## src/rtl/uc_pkg.sv

```systemverilog
// rtl/uc_pkg.sv - opcode constants and RUN/HALT encoding for the stack-aware control unit
package uc_pkg;
  localparam logic [5:0] OP_LI   = 6'b100000;
  localparam logic [5:0] OP_JMP  = 6'b100001;
  localparam logic [5:0] OP_JZ   = 6'b100010;
  localparam logic [5:0] OP_JNZ  = 6'b100011;
  localparam logic [5:0] OP_CALL = 6'b100100;
  localparam logic [5:0] OP_RET  = 6'b100101;
  localparam logic [5:0] OP_HALT = 6'b111111;

  localparam logic [0:0] ST_RUN  = 1'b0;
  localparam logic [0:0] ST_HALT = 1'b1;
endpackage

```

## src/rtl/ret_stack.sv

```systemverilog
// rtl/ret_stack.sv - return-address LIFO with combinational top-of-stack read
module ret_stack #(
  parameter int WIDTH = 10,
  parameter int DEPTH = 8
) (
  input  logic             clk,
  input  logic             rst_n,
  input  logic             push,
  input  logic             pop,
  input  logic [WIDTH-1:0] din,
  output logic [WIDTH-1:0] top,
  output logic             full,
  output logic             empty
);
  localparam int AW = $clog2(DEPTH);
  localparam logic [AW:0] SP_MAX = (AW+1)'(DEPTH);
  localparam logic [AW:0] SP_ONE = (AW+1)'(1);

  logic [AW:0]      sp_q, sp_d, sp_m1;
  logic [WIDTH-1:0] mem_q [DEPTH];
  logic             do_push, do_pop;

  assign full    = (sp_q == SP_MAX);
  assign empty   = (sp_q == '0);
  assign do_push = push & ~full;
  assign do_pop  = pop & ~empty & ~do_push;
  assign sp_m1   = sp_q - SP_ONE;
  // Top reads straight from the array so a just-pushed entry is visible next cycle.
  assign top     = empty ? '0 : mem_q[sp_m1[AW-1:0]];

  always_comb begin
    sp_d = sp_q;
    if (do_push)     sp_d = sp_q + SP_ONE;
    else if (do_pop) sp_d = sp_m1;
  end

  always_ff @(posedge clk or negedge rst_n) begin
    if (!rst_n) sp_q <= '0;
    else        sp_q <= sp_d;
  end

  always_ff @(posedge clk) begin
    if (do_push) mem_q[sp_q[AW-1:0]] <= din;
  end
endmodule

```

## src/rtl/uc_stack.sv

```systemverilog
// rtl/uc_stack.sv - microcontroller control unit with call/return stack, sticky errors and HALT
module uc_stack
  import uc_pkg::*;
#(
  parameter int PC_WIDTH    = 10,
  parameter int STACK_DEPTH = 8
) (
  input  logic                clk,
  input  logic                reset,
  input  logic [5:0]          opcode,
  input  logic                z,
  input  logic [PC_WIDTH-1:0] pc_plus1,
  output logic                s_inc,
  output logic                s_inm,
  output logic                we3,
  output logic                wez,
  output logic                s_pila,
  output logic [2:0]          op_alu,
  output logic                pc_en,
  output logic [PC_WIDTH-1:0] ret_addr,
  output logic                stack_full,
  output logic                stack_empty,
  output logic                overflow,
  output logic                underflow,
  output logic                halted
);
  logic [0:0] state_q, state_d;
  logic       ovf_q, ovf_d, unf_q, unf_d;
  logic       push, pop;

  ret_stack #(.WIDTH(PC_WIDTH), .DEPTH(STACK_DEPTH)) u_stack (
    .clk   (clk),
    .rst_n (reset),
    .push  (push),
    .pop   (pop),
    .din   (pc_plus1),
    .top   (ret_addr),
    .full  (stack_full),
    .empty (stack_empty)
  );

  always_comb begin
    s_inc   = 1'b0;
    s_inm   = 1'b0;
    we3     = 1'b0;
    wez     = 1'b0;
    s_pila  = 1'b0;
    op_alu  = 3'b000;
    pc_en   = 1'b0;
    push    = 1'b0;
    pop     = 1'b0;
    state_d = state_q;
    ovf_d   = ovf_q;
    unf_d   = unf_q;
    if (state_q == ST_RUN) begin
      if (!opcode[5]) begin
        op_alu = opcode[4:2];
        we3    = 1'b1;
        wez    = 1'b1;
        s_inc  = 1'b1;
        pc_en  = 1'b1;
      end else begin
        case (opcode)
          OP_LI: begin
            s_inm = 1'b1;
            we3   = 1'b1;
            s_inc = 1'b1;
            pc_en = 1'b1;
          end
          OP_JMP: pc_en = 1'b1;
          OP_JZ: begin
            s_inc = ~z;
            pc_en = 1'b1;
          end
          OP_JNZ: begin
            s_inc = z;
            pc_en = 1'b1;
          end
          // A call on a full stack falls through to the next instruction.
          OP_CALL: begin
            pc_en = 1'b1;
            if (stack_full) begin
              s_inc = 1'b1;
              ovf_d = 1'b1;
            end else begin
              push = 1'b1;
            end
          end
          OP_RET: begin
            pc_en = 1'b1;
            if (stack_empty) begin
              s_inc = 1'b1;
              unf_d = 1'b1;
            end else begin
              s_pila = 1'b1;
              pop    = 1'b1;
            end
          end
          OP_HALT: state_d = ST_HALT;
          default: begin
            s_inc = 1'b1;
            pc_en = 1'b1;
          end
        endcase
      end
    end
  end

  always_ff @(posedge clk or negedge reset) begin
    if (!reset) begin
      state_q <= ST_RUN;
      ovf_q   <= 1'b0;
      unf_q   <= 1'b0;
    end else begin
      state_q <= state_d;
      ovf_q   <= ovf_d;
      unf_q   <= unf_d;
    end
  end

  assign overflow  = ovf_q;
  assign underflow = unf_q;
  assign halted    = (state_q == ST_HALT);
endmodule
```

## config.mk

```make
export PLATFORM = sky130hd
export DESIGN_NAME = uc_stack
export DESIGN_NICKNAME = d
export VERILOG_FILES = /design/src/rtl/uc_pkg.sv /design/src/rtl/ret_stack.sv /design/src/rtl/uc_stack.sv
export SDC_FILE = /design/constraint.sdc
export NUM_CORES = 1
export LEC_CHECK = 0
export BUFFER_PORTS_ARGS = -buffer_cell sky130_fd_sc_hd__buf_2
export CORE_UTILIZATION = 47
export CTS_BUF_LIST = sky130_fd_sc_hd__clkbuf_4
export CTS_CLUSTER_DIAMETER = 50
export DETAILED_ROUTE_END_ITERATION = 6
export PLACE_DENSITY = 0.67
export SLEW_MARGIN = 20
export SYNTH_ARGS = -nofsm -noshare
export SYNTH_HDL_FRONTEND = slang
export SYNTH_SLANG_ARGS = --single-unit
```

## constraint.sdc

```tcl
create_clock -name clk -period 3.9 [get_ports clk]
set_input_delay 0.78 -clock clk [delete_from_list [all_inputs] [get_ports clk]]
set_output_delay 0.78 -clock clk [all_outputs]
set_load 0.02 [all_outputs]
```

==> results.toml, run 1 <==
[logic_synthesis]
ys_async_sr_fraction_pct = 8.05
synth_top_area_share_pct = 66.6
synth_ff_type = "edfxtp_1"
ys_seq_elements = 87
yosysTopAreaCell = "edfxtp_1"
synth_edf_count = 80
post-synth-top-count-cell = "edfxtp_1"
syn-num-nets = 228
synth_cells = 207
synthTopCellsByArea = "edfxtp_1 67%, mux4_2 12%, dfrtp_1 4.9%"
yosysSeqAreaShare_pct = 71.5
syn_avg_cell_area_um2 = 17.4
synth-warning-count = 0
synth_common_cells = "80 x edfxtp_1, 26 x nand2_1, 20 x mux4_2"
syn_area_mm2 = 0.00361
yosys.cell_types.count = 31

[power]
ir_worst_vdd_mv = 0.319
leakage_nw = 1.49
powerDensity_mw_per_mm2 = 655

[clock_tree]
clk_latency_ns = 0.43
numCtsBuffers = 9
htreeDepth = 3
postCtsHoldBufs = 0
root_buffer = "clkbuf_4"
cts_resized = 0
tritoncts = "done"
clock_path_buffers = 2
clock_sinks = 87
cts_setup_buffers = 0
clkTransAtPathRegs_ns = 0.14

[detailed_routing]
drc = 0
drtIter0Drc = 122
vias_per_cell = 5.31
first_pass_iters = 4
vias = 1980
postRouteAntennaNets = 0
wl_per_cell_um = 18.2
routed_wl_um = 6780

[worst_setup_path]
required_ns = 3.12
critical_path_class = "register to output pin"
worstPathArrival_ns = 2.45
worstSetupEndpointType = "output pin"
startpoint_type = "register"
cp_max_fo = 14

[sta]
fmax_mhz = 309
finalMaxSlewViolations = 0
finalClockSkew_ns = 0.0158
relSlewSlack_pct = 65.0
tns_ns = 0
post-route-period-util_pct = 82.9
setup_violations = 0
fin_crit_ns = 3.23
tightest_slew_ns = 0.522
rsz0062_at_grt = "false"
hold_viol_final = 0

[placed_design]
portBuffers = 42
gp_congestion = 0.758
hpwl_um = 4580

[die]
die-area_mm2 = 0.00803
start_util_pct = 49.2
fp.dieW_um = 89.6
ios = 43
num_rows = 31
dieHeight_um = 89.6
core_mm2 = 0.00733

[global_route]
grt_pass1_vias = 1953
antenna_found_initial = 0
grt_usage_pct = 18.5
grt_first_pass_wirelength_um = 10100
grt_overflow = 0
grt_max_degree = 28

[final_layout]
multi_input_area_um2 = 986
antenna_cells = 0
fin_nets = 290
syn_to_final_growth_pct = 16.2
drive_gt1_share_pct = 36.5
finish.utilization_pct = 57.2
fill_cells = 602
regArea_mm2 = 0.00258

[worst_hold_path]
min-delay-path-class = "primary input to async pin"

[run_status]
status = "finished clean"

[flow_run]
drv_cap = 0
[path summary, 6_finish.rpt]
check	from	end	slack, ns	depth (start not counted)
worst max-delay path	u_stack.sp_q[1]	ret_addr[8]	0.67	7
worst min-delay path	reset	u_stack.sp_q[2]	0.16	1
worst max register to register	u_stack.sp_q[1]	u_stack.mem_q[1][4]	1.33	7
worst min register to register	underflow	underflow	0.49	1
max in group asynchronous	reset	u_stack.sp_q[1]	3.59	1
min in group clk	underflow	underflow	0.49	1
[cell usage in the layout, fill, tap and decap left out, types with 4 or more instances in the layout]
master     n
a21oi_1   10
buf_2     42
buf_4     16
clkbuf_4   9
dfrtp_1    7
edfxtp_1  80
inv_1      4
mux4_2    20
nand2_1   26
nor2_1    12
nor3_1     4
o21bai_1   4
xnor2_1    5
[per-layer routing]
metal  wire [µm]  up-vias  global-route usage (%)
li1            -      935                       -
met1        2970      987                    23.4
met2        3380       50                    30.5
met3         336        8                    4.39
met4          99        0                    8.80
met5           0        -                       0
[power by group]
part	switching, mW	internal (mW)
logic	0.657	0.477
registers	0.0358	1.04
clock network	0.326	0.209
[registers in the layout, indices dropped and copies added (netlist names)]
signal / flops
u_stack.mem_q: 80
halted: 1
overflow: 1
u_stack.sp_q: 4
underflow: 1
[critical path: stages (launching register included)]
cell and delay (ns):
dfrtp_1 0.41, inv_1 0.11, ha_1 0.50, buf_4 0.32
mux4_2 0.32, nand2_1 0.10, a21oi_1 0.07, buf_2 0.18
[per-stage QoR]
step	cells	setup WS, ns	hold slack [ns]	total power, mW	instance area, µm²
2_1_floorplan	207	0.762	0.461	1.90	3610
4_1_cts	373	0.584	0.130	2.78	4190
5_1_grt	373	0.477	0.127	2.91	4190
3_5_place_dp	357	0.883	0.467	2.25	4030
3_3_place_gp	357	0.963	0.458	2.24	4030
6_report	373	0.666	0.157	2.75	4190
[kinds of logic (layout without fill, tap and decap cells)]
group	Yosys count	in the layout	share of synthesized area (%)
AOI/OAI and AO/OA	22	22	3.64
muxes	21	21	12.8
buffers and inverters	11	78	1.35
xor gates and xnor gates	6	6	1.46
and+or+nand+nor	58	58	8.60
adders and majority gates	2	2	0.694
DFF	87	87	71.5
[final cells by class]
cell class | count | area share [%]
Sequential cell | 87 | 61.5
Multi-Input combinational cell | 109 | 23.5
Clock inverter | 7 | 2.15
Tap cell | 99 | 2.96
Inverter | 4 | 0.358
Timing Repair Buffer | 58 | 7.88
Clock buffer | 9 | 1.61
(Power assumes the default switching activity.)
==> inputs of run 2 (changes only) <==
--- a/config.mk
+++ b/config.mk
@@ -5,12 +5,13 @@
 export SDC_FILE = /design/constraint.sdc
 export NUM_CORES = 1
 export LEC_CHECK = 0
+export ABC_AREA = 1
 export BUFFER_PORTS_ARGS = -buffer_cell sky130_fd_sc_hd__buf_2
 export CORE_UTILIZATION = 47
 export CTS_BUF_LIST = sky130_fd_sc_hd__clkbuf_4
 export CTS_CLUSTER_DIAMETER = 50
 export DETAILED_ROUTE_END_ITERATION = 6
-export PLACE_DENSITY = 0.67
+export PLACE_DENSITY = 0.66
 export SLEW_MARGIN = 20
 export SYNTH_ARGS = -nofsm -noshare
 export SYNTH_HDL_FRONTEND = slang
==> constraint.sdc (replaced) <==
create_clock -name clk -period 3.1 [get_ports clk]
set_input_delay 0.62 -clock clk [delete_from_list [all_inputs] [get_ports clk]]
set_output_delay 0.62 -clock clk [all_outputs]
set_load 0.02 [all_outputs]
==> run 2 against run 1 <==
Die area is 8.6% higher. Final cell count rose by 39%. Design area is 6.6% higher. Setup slack worse by 0.48 ns. Clock power is 16% higher. Critical path type unchanged.
==> results.toml, run 2 <==
[run_status]
status = "finished clean"

[detailed_routing]
first_pass_iters = 4
vias = 2784
wl_met1_um = 3720
postRouteAntennaNets = 0
wl_met2_um = 4120
vias_per_cell = 5.38
met3_length_um = 529
routed_wl_um = 8470
dr.max_layer_used = "met4"
drtIter0Drc = 157
wl_per_cell_um = 16.4
drc = 0

[clock_tree]
tritoncts = "done"
root_buffer = "clkbuf_4"
clk_latency_ns = 0.45
clock_sinks = 87
clkTransAtPathRegs_ns = 0.13
htreeDepth = 3
clock_path_buffers = 2
numCtsBuffers = 9

[placed_design]
portBuffers = 42
gp_congestion = 0.802
hpwl_um = 5350
pre_cts_ws_ns = 0.581
dpl-instance-area_mm2 = 0.00431

[worst_setup_path]
crit_start = "u_stack.sp_q[1]"
cp_max_fo = 14
reg2reg_slack_ns = 0.82
required_ns = 2.48
rr_worst_depth = 8
rr_startpoint = "u_stack.sp_q[1]"
critical_path_class = "register to output pin"
worstSetupEndpointType = "output pin"
worstPathArrival_ns = 2.30
startpoint_type = "register"

[logic_synthesis]
synth-warning-count = 0
synth_edf_count = 80
syn_avg_cell_area_um2 = 11.0
synth_common_cells = "89 x nor2_1, 80 x edfxtp_1, 34 x nand2_1"
syn-num-nets = 377
yosys.cell_types.count = 32
yosysSeqAreaShare_pct = 65.7
ys_async_sr_fraction_pct = 8.05
synth_ff_type = "edfxtp_1"
synth_top_area_share_pct = 61.2
post-synth-top-count-cell = "nor2_1"
synth_cells = 356
synthTopCellsByArea = "edfxtp_1 61%, nor2_1 8.5%, dfrtp_1 4.5%"
yosysTopAreaCell = "edfxtp_1"
syn_area_mm2 = 0.00393
ys_seq_elements = 87

[global_route]
grt_usage_pct = 21.1
antenna_found_initial = 0
grt_pass1_vias = 2624
grt_max_degree = 45
grt_first_pass_wirelength_um = 13400
grt_overflow = 0

[sta]
finalWorstSetupSlack_ns = 0.183
relSlewSlack_pct = 67.2
rsz0062_at_grt = "false"
finalMaxSlewViolations = 0
finalClockSkew_ns = 0.0139
fmax_mhz = 343
fin_crit_ns = 2.92
tightest_slew_ns = 0.493
setup_violations = 0
hold_viol_final = 0
post-route-period-util_pct = 94.1
tns_ns = 0

[worst_hold_path]
min-delay-start = "pc_plus1[1]"
holdPathStages = 1
min-delay-path-class = "primary input to register"

[final_layout]
drive_gt1_share_pct = 25.3
largest_register_ffs = 80
antenna_cells = 0
final_common_cell = "nor2_1"
design_area_mm2 = 0.00447
finish.utilization_pct = 56.6
fin_nets = 432
final_cell_mix = "89 x nor2_1, 80 x edfxtp_1, 42 x buf_2"
syn_to_final_growth_pct = 13.8

[die]
core_mm2 = 0.00789
fp.dieW_um = 93.4
die-area_mm2 = 0.00872
ios = 43
num_rows = 32
start_util_pct = 49.8
dieHeight_um = 93.4

[flow_run]
drv_cap = 0

[power]
leakage_nw = 1.74
ir_worst_vdd_mv = 0.335
powerDensity_mw_per_mm2 = 439
run 2: worst max-delay path, stage by stage (launching register included):
cell and delay (ns):
dfrtp_2 0.43, inv_1 0.11, ha_1 0.39, buf_4 0.24, o21ai_0 0.10, o211ai_1 0.19
nand2_1 0.09, nor2_1 0.12, buf_2 0.19
run 2: cell type report:
class	count	area (µm²)
Timing Repair Buffer	60	352
Inverter	22	91.3
Tap cell	102	128
Clock inverter	5	58.8
Fill cell	669	3420
Multi-Input combinational cell	231	1180
Clock buffer	10	75.1
Sequential cell	87	2580
run 2: cells by family (layout without fill, tap and decap cells):
kind of cell	count (synthesis)	in the layout	synth area share, %
compound gates	64	64	9.24
fa+ha+maj	2	2	0.637
xor+xnor	4	4	1.08
buf+inv	38	97	4.40
simple gates	161	161	19.0
flops	87	87	65.7
run 2: worst paths after layout:
kind,endpoint
setup reg to reg,u_stack.mem_q[3][9]
max in group asynchronous,u_stack.sp_q[2]
min in group asynchronous,u_stack.sp_q[3]
hold / removal,u_stack.mem_q[4][1]
setup / recovery,ret_addr[8]
hold reg to reg,underflow
run 2: through the flow:
stage,power [mW],std cells,hold WS [ns]
4_1_cts,1.97,516,0.434
5_1_grt,2.02,517,0.432
3_3_place_gp,1.36,500,0.463
6_report,1.96,517,0.443
2_1_floorplan,1.33,356,0.324
3_5_place_dp,1.36,500,0.459
run 2: layer usage:
layer / global-route usage (%) / vias to the layer above
li1: - / 1343
met1: 28.1 / 1340
met2: 34.2 / 91
met3: 4.55 / 10
met4: 7.69 / 0
met5: 0 / -
run 2: timing repair:
item | in CTS | in global routing
hold endpoints to repair | 7 | 0
resized for setup | 0 | 3
setup buffers | 0 | 1
setup endpoints to repair | 0 | 10
hold buffers | 1 | 0
run 2: where the power goes:
| group | switching, mW | internal, mW | leakage [nW] |
|---|---|---|---|
| Combinational | 0.0384 | 0.0173 | 0.859 |
| Sequential | 0.000473 | 1.28 | 0.810 |
| Clock | 0.372 | 0.252 | 0.0689 |
==> inputs of run 3 (changes only) <==
--- a/config.mk
+++ b/config.mk
@@ -12,6 +12,7 @@
 export CTS_CLUSTER_DIAMETER = 50
 export DETAILED_ROUTE_END_ITERATION = 6
 export PLACE_DENSITY = 0.66
+export SETUP_SLACK_MARGIN = 0.3
 export SLEW_MARGIN = 20
 export SYNTH_ARGS = -nofsm -noshare
 export SYNTH_HDL_FRONTEND = slang
==> constraint.sdc (replaced) <==
create_clock -name clk -period 3.6 [get_ports clk]
set_input_delay 0.72 -clock clk [delete_from_list [all_inputs] [get_ports clk]]
set_output_delay 0.72 -clock clk [all_outputs]
set_load 0.02 [all_outputs]
==> run 3 against run 2 <==
Total power is 6.6% lower. Critical endpoint unchanged. Die area unchanged. Critical path depth unchanged. Sequential power down 14%. Routed wire length fell by 5.4%. Sequential cell count did not move. Largest cell class unchanged. First-iteration DRC count grew 13%. Setup slack improved by 0.23 ns.
==> results.toml, run 3 (synthesis gave the netlist of run 2 again) <==
[run_status]
status = "finished clean"

[final_layout]
multi_input_area_mm2 = 0.00118
antenna_cells = 0
largest_register_ffs = 80
syn_to_final_growth_pct = 14.1
drive_gt1_share_pct = 24.9
fin_nets = 427
regArea_mm2 = 0.00258
final_cell_mix = "89 x nor2_1, 80 x edfxtp_1, 42 x buf_2"
final_common_cell = "nor2_1"
fill_cells = 675

[sta]
finalMaxSlewViolations = 0
tightest_slew_ns = 0.474
rsz0062_at_grt = "true"
whs_ns = 0.108
setup_violations = 0
finalClockSkew_ns = 0.00947
relSlewSlack_pct = 68.4
fmax_mhz = 314
hold_viol_final = 0
post-route-period-util_pct = 88.5
tns_ns = 0
fin_crit_ns = 3.19

[die]
start_util_pct = 49.8
num_rows = 32
fp.dieW_um = 93.4
ios = 43
die-area_mm2 = 0.00872
core_mm2 = 0.00789
dieHeight_um = 93.4

[global_route]
use_met2_pct = 33.5
grt_usage_pct = 20.1
grt_overflow = 0
met3_usage_pct = 4.07
grt_max_degree = 45
antenna_found_initial = 0
met1_usage_pct = 25.9
grt_first_pass_wirelength_um = 12700
grt_pass1_vias = 2512
busiest_layer = "met2"

[worst_hold_path]
min-delay-path-class = "primary input to async pin"

[detailed_routing]
drc = 0
vias_per_cell = 5.24
routed_wl_um = 8020
drtIter0Drc = 177
vias = 2684
first_pass_iters = 4
postRouteAntennaNets = 0
wl_per_cell_um = 15.7

[worst_setup_path]
cpPeakStageDelay_ns = 0.50
r2r-end = "u_stack.mem_q[4][9]"
critical_path_class = "register to output pin"
crit_cells = 8
cp_top_family = "buffers and inverters"
cp_num_buf_inv = 3
required_ns = 2.88
crit_chain = "inv_1 > ha_2 > buf_6 > o21ai_0 > o211ai_1 > nand2_1 > nor2_1 > buf_2"
crit_start = "u_stack.sp_q[1]"
worstSetupEndpoint = "ret_addr[8]"
cpMaxStageDelayCell = "ha_2"
cp_max_fo = 21
worstPathArrival_ns = 2.47
rr_worst_depth = 8
startpoint_type = "register"
reg2reg_slack_ns = 1.35
rr_startpoint = "u_stack.sp_q[1]"
worstSetupEndpointType = "output pin"

[clock_tree]
clock_path_buffers = 2
postCtsHoldBufs = 0
clkTransAtPathRegs_ns = 0.13
clock_sinks = 87
root_buffer = "clkbuf_4"
clk_latency_ns = 0.43
htreeDepth = 3
numCtsBuffers = 9
tritoncts = "done"

[power]
p_comb_share_pct = 2.6
switching_share_pct = 19.6
power_frac_clock_pct = 37.2
powerDensity_mw_per_mm2 = 408
p_int_mw = 1.47
ir_worst_vdd_mv = 0.267
switching_power_mw = 0.359
seqPwrFrac_pct = 60.2
leakage_nw = 1.74

[placed_design]
gp_congestion = 0.781
portBuffers = 42
hpwl_um = 5160

[flow_run]
drv_cap = 0
-- run 3: how the worst min path moves through the flow --
stage | startpoint | to | slack, ns | cells after the start
4_1_cts | reset | u_stack.sp_q[1] | 0.1 | 1
3_3_place_gp | overflow | overflow | 0.46 | 1
6_report | reset | u_stack.sp_q[0] | 0.11 | 1
5_1_grt | reset | halted | 0.10 | 1
2_1_floorplan | reset | halted | 0.42 | 0
3_5_place_dp | underflow | underflow | 0.46 | 1
-- run 3: repair_timing --
action,4_1_cts,5_1_grt
buffers inserted,0,0
endpoints found under the setup margin,2,10
resized for setup,1,3
cloned,0,0
-- run 3: layout make-up --
class,instances,share of cell area [%]
clock buffers,9,1.51
clock inverters,6,2.63
inverters,22,2.04
multi-input cells,231,26.5
flip-flops and latches,87,57.6
well taps,102,2.85
repair buffers,55,6.96
-- run 3: power groups by stage --
stage / Clock [mW] / Combinational, mW / Sequential [mW]
finish: 0.681 / 0.0470 / 1.10
global route: 0.730 / 0.0531 / 1.10
CTS: 0.693 / 0.0477 / 1.10
detailed placement: 0 / 0.0477 / 1.12
global placement: 0 / 0.0461 / 1.12
floorplan: 0 / 0.0187 / 1.12
-- run 3: metal layers --
layer / vias up / wire length, µm
li1: 1332 / -
met1: 1269 / 3430
met2: 74 / 4020
met3: 9 / 467
met4: 0 / 97
met5: - / 0
-- run 3: per-stage QoR --
stage	instance area (µm²)	utilization, %	setup WS, ns	instances	power [mW]
final	4480	56.8	0.415	512	1.83
after CTS	4470	56.7	0.306	512	1.84
after global placement	4280	54.3	0.804	497	1.17
after floorplan	3930	-	0.980	356	1.14
after global routing	4480	56.8	0.269	512	1.89
after detailed placement	4280	54.3	0.740	497	1.17
